--- config.mk ---
export PLATFORM = sky130hd
export DESIGN_NAME = dac_multichannel_sequencer
export DESIGN_NICKNAME = d
export VERILOG_FILES = /design/src/rtl/dac_seq_pkg.sv /design/src/rtl/dac_seq_fifo.sv /design/src/rtl/dac_multichannel_sequencer.sv
export SDC_FILE = /design/constraint.sdc
export NUM_CORES = 1
export LEC_CHECK = 0
export ABC_AREA = 1
export BUFFER_PORTS_ARGS = -buffer_cell sky130_fd_sc_hd__buf_2
export CORE_MARGIN = 10
export CORE_UTILIZATION = 50
export CTS_CLUSTER_SIZE = 30
export DETAILED_ROUTE_END_ITERATION = 10
export GPL_TIMING_DRIVEN = 0
export PLACE_DENSITY = 0.67
export SYNTH_ARGS = -nofsm -noshare
export SYNTH_HDL_FRONTEND = slang
export SYNTH_SLANG_ARGS = --single-unit
--- constraint.sdc ---
create_clock -name clk -period 3.2 [get_ports clk]
set_input_delay 0.48 -clock clk [delete_from_list [all_inputs] [get_ports clk]]
set_output_delay 0.48 -clock clk [all_outputs]
set_load 0.01 [all_outputs]
--- src/rtl/dac_seq_pkg.sv ---
// Shared types and helpers for the multichannel DAC sequencer.
package dac_seq_pkg;

  localparam int MAX_CH = 8;

  typedef enum logic [1:0] {
    IDLE   = 2'd0,
    LOAD   = 2'd1,
    COMMIT = 2'd2
  } seq_state_e;

  function automatic logic [3:0] popcount(input logic [MAX_CH-1:0] m);
    logic [3:0] n;
    n = 4'd0;
    for (int i = 0; i < MAX_CH; i++) begin
      n = n + {3'd0, m[i]};
    end
    return n;
  endfunction

  // Lowest set bit of m at or above position 'from'; 0 when there is none.
  function automatic logic [2:0] next_set_bit(input logic [MAX_CH-1:0] m, input logic [3:0] from);
    logic [2:0] r;
    logic       found;
    r     = 3'd0;
    found = 1'b0;
    for (int i = 0; i < MAX_CH; i++) begin
      if (!found && m[i] && (i >= int'(from))) begin
        r     = 3'(i);
        found = 1'b1;
      end else begin
        found = found;
      end
    end
    return r;
  endfunction

endpackage

--- src/rtl/dac_seq_fifo.sv ---
// Synchronous sample FIFO with flush and a level output wide enough to reach the full depth.
module dac_seq_fifo
  import dac_seq_pkg::*;
#(
  parameter int DW = 10,
  parameter int AW = 5
) (
  input  logic          clk,
  input  logic          rst_n,
  input  logic          flush,
  input  logic          wr,
  input  logic          rd,
  input  logic [DW-1:0] wdata,
  output logic [DW-1:0] rdata,
  output logic [AW:0]   level,
  output logic          full,
  output logic          empty
);

  localparam int DEPTH = 1 << AW;

  logic [DW-1:0] mem_q [DEPTH];
  logic [AW-1:0] wr_ptr_q, wr_ptr_d;
  logic [AW-1:0] rd_ptr_q, rd_ptr_d;
  logic [AW:0]   level_q, level_d;
  logic          do_wr_s, do_rd_s;

  always_comb begin
    do_rd_s  = rd && (level_q != '0) && !flush;
    // A full FIFO still accepts a write when the same cycle pops.
    do_wr_s  = wr && !flush && (!level_q[AW] || do_rd_s);
    wr_ptr_d = wr_ptr_q;
    rd_ptr_d = rd_ptr_q;
    level_d  = level_q;
    if (flush) begin
      wr_ptr_d = '0;
      rd_ptr_d = '0;
      level_d  = '0;
    end else begin
      if (do_wr_s) wr_ptr_d = wr_ptr_q + 1'b1;
      else         wr_ptr_d = wr_ptr_q;
      if (do_rd_s) rd_ptr_d = rd_ptr_q + 1'b1;
      else         rd_ptr_d = rd_ptr_q;
      if (do_wr_s && !do_rd_s)      level_d = level_q + 1'b1;
      else if (!do_wr_s && do_rd_s) level_d = level_q - 1'b1;
      else                          level_d = level_q;
    end
  end

  always_ff @(posedge clk or negedge rst_n) begin
    if (!rst_n) begin
      wr_ptr_q <= '0;
      rd_ptr_q <= '0;
      level_q  <= '0;
    end else begin
      wr_ptr_q <= wr_ptr_d;
      rd_ptr_q <= rd_ptr_d;
      level_q  <= level_d;
    end
  end

  always_ff @(posedge clk) begin
    if (do_wr_s) mem_q[wr_ptr_q] <= wdata;
  end

  assign rdata = mem_q[rd_ptr_q];
  assign level = level_q;
  assign full  = level_q[AW];
  assign empty = (level_q == '0);

endmodule

--- src/rtl/dac_multichannel_sequencer.sv ---
// CH-channel DAC sequencer: divider tick pops one word per enabled channel, then commits all at once.
// Optional feature: define DAC_SEQ_UNDERRUN_EN to enable the sticky underrun flag and underrun_clr.
module dac_multichannel_sequencer
  import dac_seq_pkg::*;
#(
  parameter int DW       = 10,
  parameter int CH       = 2,
  parameter int FIFO_AW  = 5,
  parameter int CLKDIV_W = 20
) (
  input  logic                clk,
  input  logic                rst_n,
  input  logic                en,
  input  logic                clk_en,
  input  logic [CLKDIV_W-1:0] clkdiv,
  input  logic [CH-1:0]       ch_mask,
  input  logic [DW-1:0]       data,
  input  logic                wr,
  input  logic                flush,
  input  logic [FIFO_AW:0]    fifo_threshold,
  output logic [FIFO_AW:0]    level,
  output logic                low,
  output logic                empty,
  output logic                full,
  output logic                underrun,
  input  logic                underrun_clr,
  output logic [CH*DW-1:0]    sel,
  output logic [CH-1:0]       upd
);

`ifdef DAC_SEQ_UNDERRUN_EN
  localparam bit UNDERRUN_EN = 1'b1;
`else
  localparam bit UNDERRUN_EN = 1'b0;
`endif

  seq_state_e          state_q, state_d;
  logic [CLKDIV_W-1:0] ctr_q, ctr_d;
  logic [MAX_CH-1:0]   mask_q, mask_d;
  logic [2:0]          ptr_q, ptr_d;
  logic [3:0]          left_q, left_d;
  logic [CH*DW-1:0]    shadow_q, shadow_d;
  logic [CH*DW-1:0]    sel_q, sel_d;
  logic [CH-1:0]       upd_q, upd_d;
  logic                underrun_q, underrun_d;

  logic                tick_s, pop_s;
  logic [DW-1:0]       rdata_s;
  logic [FIFO_AW:0]    level_s, need_s;
  logic [MAX_CH-1:0]   mask_in_s;
  logic [3:0]          n_s;

  dac_seq_fifo #(.DW(DW), .AW(FIFO_AW)) u_fifo (
    .clk   (clk),
    .rst_n (rst_n),
    .flush (flush),
    .wr    (wr),
    .rd    (pop_s),
    .wdata (data),
    .rdata (rdata_s),
    .level (level_s),
    .full  (full),
    .empty (empty)
  );

  always_comb begin
    mask_in_s = MAX_CH'(ch_mask);
    n_s       = popcount(mask_in_s);
    need_s    = (FIFO_AW+1)'(n_s);
    tick_s    = en && clk_en && (ctr_q == clkdiv);
    pop_s     = (state_q == LOAD);

    if (!en)         ctr_d = '0;
    else if (tick_s) ctr_d = '0;
    else if (clk_en) ctr_d = ctr_q + 1'b1;
    else             ctr_d = ctr_q;

    state_d    = state_q;
    mask_d     = mask_q;
    ptr_d      = ptr_q;
    left_d     = left_q;
    shadow_d   = shadow_q;
    sel_d      = sel_q;
    upd_d      = '0;
    // Clear loses against a new underrun raised later in this block.
    underrun_d = UNDERRUN_EN && underrun_q && !underrun_clr;

    if (flush) begin
      state_d = IDLE;
    end else begin
      case (state_q)
        IDLE: begin
          if (tick_s && (n_s != 4'd0)) begin
            if (level_s < need_s) begin
              underrun_d = UNDERRUN_EN;
            end else begin
              state_d = LOAD;
              mask_d  = mask_in_s;
              ptr_d   = next_set_bit(mask_in_s, 4'd0);
              left_d  = n_s;
            end
          end else begin
            state_d = IDLE;
          end
        end
        LOAD: begin
          for (int c = 0; c < CH; c++) begin
            if (int'(ptr_q) == c) shadow_d[c*DW +: DW] = rdata_s;
            else                  shadow_d[c*DW +: DW] = shadow_q[c*DW +: DW];
          end
          ptr_d  = next_set_bit(mask_q, {1'b0, ptr_q} + 4'd1);
          left_d = left_q - 4'd1;
          if (left_q == 4'd1) state_d = COMMIT;
          else                state_d = LOAD;
        end
        COMMIT: begin
          for (int c = 0; c < CH; c++) begin
            if (mask_q[c]) sel_d[c*DW +: DW] = shadow_q[c*DW +: DW];
            else           sel_d[c*DW +: DW] = sel_q[c*DW +: DW];
          end
          upd_d   = mask_q[CH-1:0];
          state_d = IDLE;
        end
        default: state_d = IDLE;
      endcase
    end
  end

  always_ff @(posedge clk or negedge rst_n) begin
    if (!rst_n) begin
      state_q    <= IDLE;
      ctr_q      <= '0;
      mask_q     <= '0;
      ptr_q      <= 3'd0;
      left_q     <= 4'd0;
      shadow_q   <= '0;
      sel_q      <= '0;
      upd_q      <= '0;
      underrun_q <= 1'b0;
    end else begin
      state_q    <= state_d;
      ctr_q      <= ctr_d;
      mask_q     <= mask_d;
      ptr_q      <= ptr_d;
      left_q     <= left_d;
      shadow_q   <= shadow_d;
      sel_q      <= sel_d;
      upd_q      <= upd_d;
      underrun_q <= underrun_d;
    end
  end

  assign level    = level_s;
  assign low      = (level_s < fifo_threshold);
  assign sel      = sel_q;
  assign upd      = upd_q;
  assign underrun = underrun_q;

endmodule

==> impl_metrics.py <==
metrics = {
    "layout": {
        "areaGrowthSynthToFinish_pct": 13.55,
        "drive_gt1_share_pct": 12.24,
        "final_area_mm2": 0.01992,
        "finalNetCount": 1831,
        "final_util_pct": 57.68,
        "diodes": 0,
    },
    "timing": {
        "fin_crit_sh_pct": 100.3,
        "hold_viol": 0,
        "fmax_mhz": 311.6,
        "rsz0062_at_grt": "yes",
        "slew_violations": 0,
        "post-route-min-period_ps": 3210,
        "worstMarginPinSlew_ps": 1167,
        "clock_skew_ps": 12.40,
        "setup-violations-final": 10,
        "slew_headroom_pct": 21.91,
        "layout_setup_ws_ps": -9.669,
    },
    "synth": {
        "synth_top_family_by_area": "simple AND/OR/NAND/NOR gates",
        "syn_inst": 1642,
        "yosysSeqAreaShare_pct": 67.17,
        "ys_ff_latch": 407,
        "synth_edf_count": 320,
        "yosysWarningCount": 0,
        "synth_top_cell_by_area": "edfxtp_1",
        "ys.flop_type": "edfxtp_1",
        "syn-cell-area_mm2": 0.01755,
        "synthesis.nets": 1709,
        "yosys.area_share.simple_pct": 16.84,
        "async_flop_share_pct": 21.38,
        "synthAdderAreaFrac_pct": 1.612,
        "yosys-top-cells-area": "edfxtp_1, dfrtp_1, nor2_1",
        "synth.distinct_cells": 36,
        "yosys-top-cells-count": "edfxtp_1, nor2_1, nand2_1",
        "synth_compound_area_share_pct": 9.127,
        "muxShareOfSynthArea_pct": 0,
        "yosysMostFrequentCell": "edfxtp_1",
        "yosys.area_share.xor_xnor_pct": 1.198,
        "synth_top_area_share_pct": 54.76,
        "syn_avg_cell_area_um2": 10.69,
    },
    "clocking": {
        "cts_made_buffers": 42,
        "cts.sinks": 407,
        "clockRootBuffer": "clkbuf_16",
        "insertion_delay_ps": 550,
        "post_cts_buffers": 0,
        "htreeDepth": 2,
        "cts_tree": "yes",
        "clk_pin_slew_ps": 60,
        "clk_path_buf_depth": 3,
    },
    "floorplanning": {
        "dieArea_mm2": 0.04299,
        "die_x_um": 207.3,
        "rows": 68,
        "die_h_um": 207.3,
        "io_pins": 77,
        "coreArea_mm2": 0.03454,
        "initial_utilization_pct": 50.80,
    },
    "critical_path": {
        "max_stage_delay_ps": 990,
        "criticalPathCategory": "reg -> reg",
        "slowest_stage": "nor2_1",
        "setup.worst_path.start_class": "flop",
        "critPathMaxFanout": 10,
        "arrival_ps": 3370,
        "cpLargestDelayFamily": "simple AND/OR/NAND/NOR gates",
        "cp_num_buf_inv": 1,
        "cp-end-kind": "flop",
        "cp.required_ps": 3360,
        "cp_common_cell": "nand2_1",
        "worstPathCellList": "inv_2, nand2_1, nor2_2, nand3_2, nand2_2, a21oi_2, nand2_1, nor2_1",
    },
    "drt": {
        "via_count": 12660,
        "wl_per_cell_um": 21.40,
        "vias_per_cell": 5.621,
        "dr.pass1.iters": 7,
        "drt_iter0_drc": 1481,
        "ant_nets": 0,
        "drc_errors": 0,
        "totalWireLength_mm": 48.19,
    },
    "placement": {
        "placed_cell_area_mm2": 0.01855,
        "io_buffers": 74,
        "dpl.hpwl_mm": 32.59,
        "gp_congestion": 0.8889,
    },
    "grt": {
        "grt_pass1_wl_mm": 72.36,
        "grt_start_max_net_pins": 52,
        "grtUsageTotal_pct": 21.66,
        "grt_pass1_vias": 12090,
        "antenna_found_initial": 0,
        "grt.overflow.total": 0,
    },
    "hold_path": {
        "hp-class": "in -> reg",
    },
    "outcome": {
        "status": "complete, but fails checks",
        "violations": "negative setup slack",
    },
    "power": {
        "ir_drop_mv": 0.3554,
        "leakagePower_nw": 7.724,
        "p_per_area_mw_per_mm2": 570.0,
    },
    "job": {
        "maxCapViolations": 0,
    },
}
==> cells in the final DEF (no fill, tap or decap), types with 11 or more instances in the layout <==
master / instances
o21ai_1: 21
o22ai_1: 32
xor2_1: 19
nand3_1: 78
dfrtp_1: 87
nor2_2: 15
nor3_1: 11
nor2_1: 295
inv_1: 82
ha_1: 21
a21oi_1: 28
clkbuf_1: 46
o21ai_0: 164
o211ai_1: 41
edfxtp_1: 320
nand2_1: 302
buf_4: 12
buf_2: 95
clkbuf_16: 43
==> registers in the layout, indices dropped and copies added, names as in the netlist <==
name and flops:
left_q 4, state_q 2, sel 20, u_fifo.mem_q 320, upd 2, ptr_q 1, u_fifo.level 6, shadow_q 20
u_fifo.wr_ptr_q 5, ctr_q 20, u_fifo.rd_ptr_q 5, mask_q 2
==> worst paths after layout <==
path	startpoint	to	slack, ps	cells past startpoint
worst min-delay path	ch_mask[1]	mask_q[1]	230	3
worst min register to register	shadow_q[14]	sel[14]	470	2
worst max register to register	u_fifo.level[5]	u_fifo.mem_q[21][5]	-10	8
worst max-delay path	u_fifo.level[5]	u_fifo.mem_q[21][5]	-10	8
max in group asynchronous	rst_n	sel[12]	2110	3
min in group asynchronous	rst_n	mask_q[0]	460	2
==> worst reg2reg max path, cell delays in order (launching register included) <==
cell	delay (ps)
dfrtp_1	480
inv_2	80
nand2_1	80
nor2_2	60
nand3_2	100
nand2_2	140
a21oi_2	460
nand2_1	440
nor2_1	990
==> routing by layer <==
layer | global-route usage, % | vias to the layer above | part of all wire, %
met4 | 6.147 | 0 | 2.5
met1 | 29.83 | 6043 | 41
met2 | 33.88 | 638 | 46
li1 | - | 5902 | -
met5 | 0 | - | 0
met3 | 4.708 | 76 | 10
==> power breakdown <==
group / total (mW) / switching [mW] / internal [mW]
Sequential: 5.85 / 0.0661 / 5.78
Clock: 4.73 / 2.07 / 2.65
Combinational: 0.781 / 0.521 / 0.259
==> final cells by class <==
type	count	area, um2
clock buffer	49	1099
inverter	92	345.3
buffer	76	361.6
timing repair buffer	78	432.9
multi-input combinational	1067	5101
tap	455	569.3
sequential	407	11790
fill	2879	14620
clock inverter	28	229.0
==> metrics by stage <==
step           total power, mW  TNS [ps]  setup slack (ps)  hold slack, ps  std cells
2_1_floorplan            6.390         0             751.2           184.4       1642
3_3_place_gp             6.690     -6055            -296.0           459.3       2171
3_5_place_dp             6.730    -102.9            -11.41           460.6       2174
4_1_cts                  11.38    -48.11            -8.148           226.0       2252
5_1_grt                  11.72     -7162            -143.1           259.5       2252
6_report                 11.36    -57.83            -9.669           234.4       2252
==> kinds of logic after synthesis <==
kind of cell | Yosys count
compound gates | 289
xor+xnor | 24
fa+ha+maj | 22
buf+inv | 168
flops | 407
other cells | 1
simple gates | 731
==> what timing repair did <==
| action | in CTS | in global routing |
|---|---|---|
| setup endpoints to repair | 20 | 178 |
| cloned | 0 | 0 |
| resized for setup | 1 | 12 |
| hold buffers | 1 | 0 |
| hold endpoints to repair | 36 | 0 |
No activity file was read; power rests on OpenSTA's default activity.
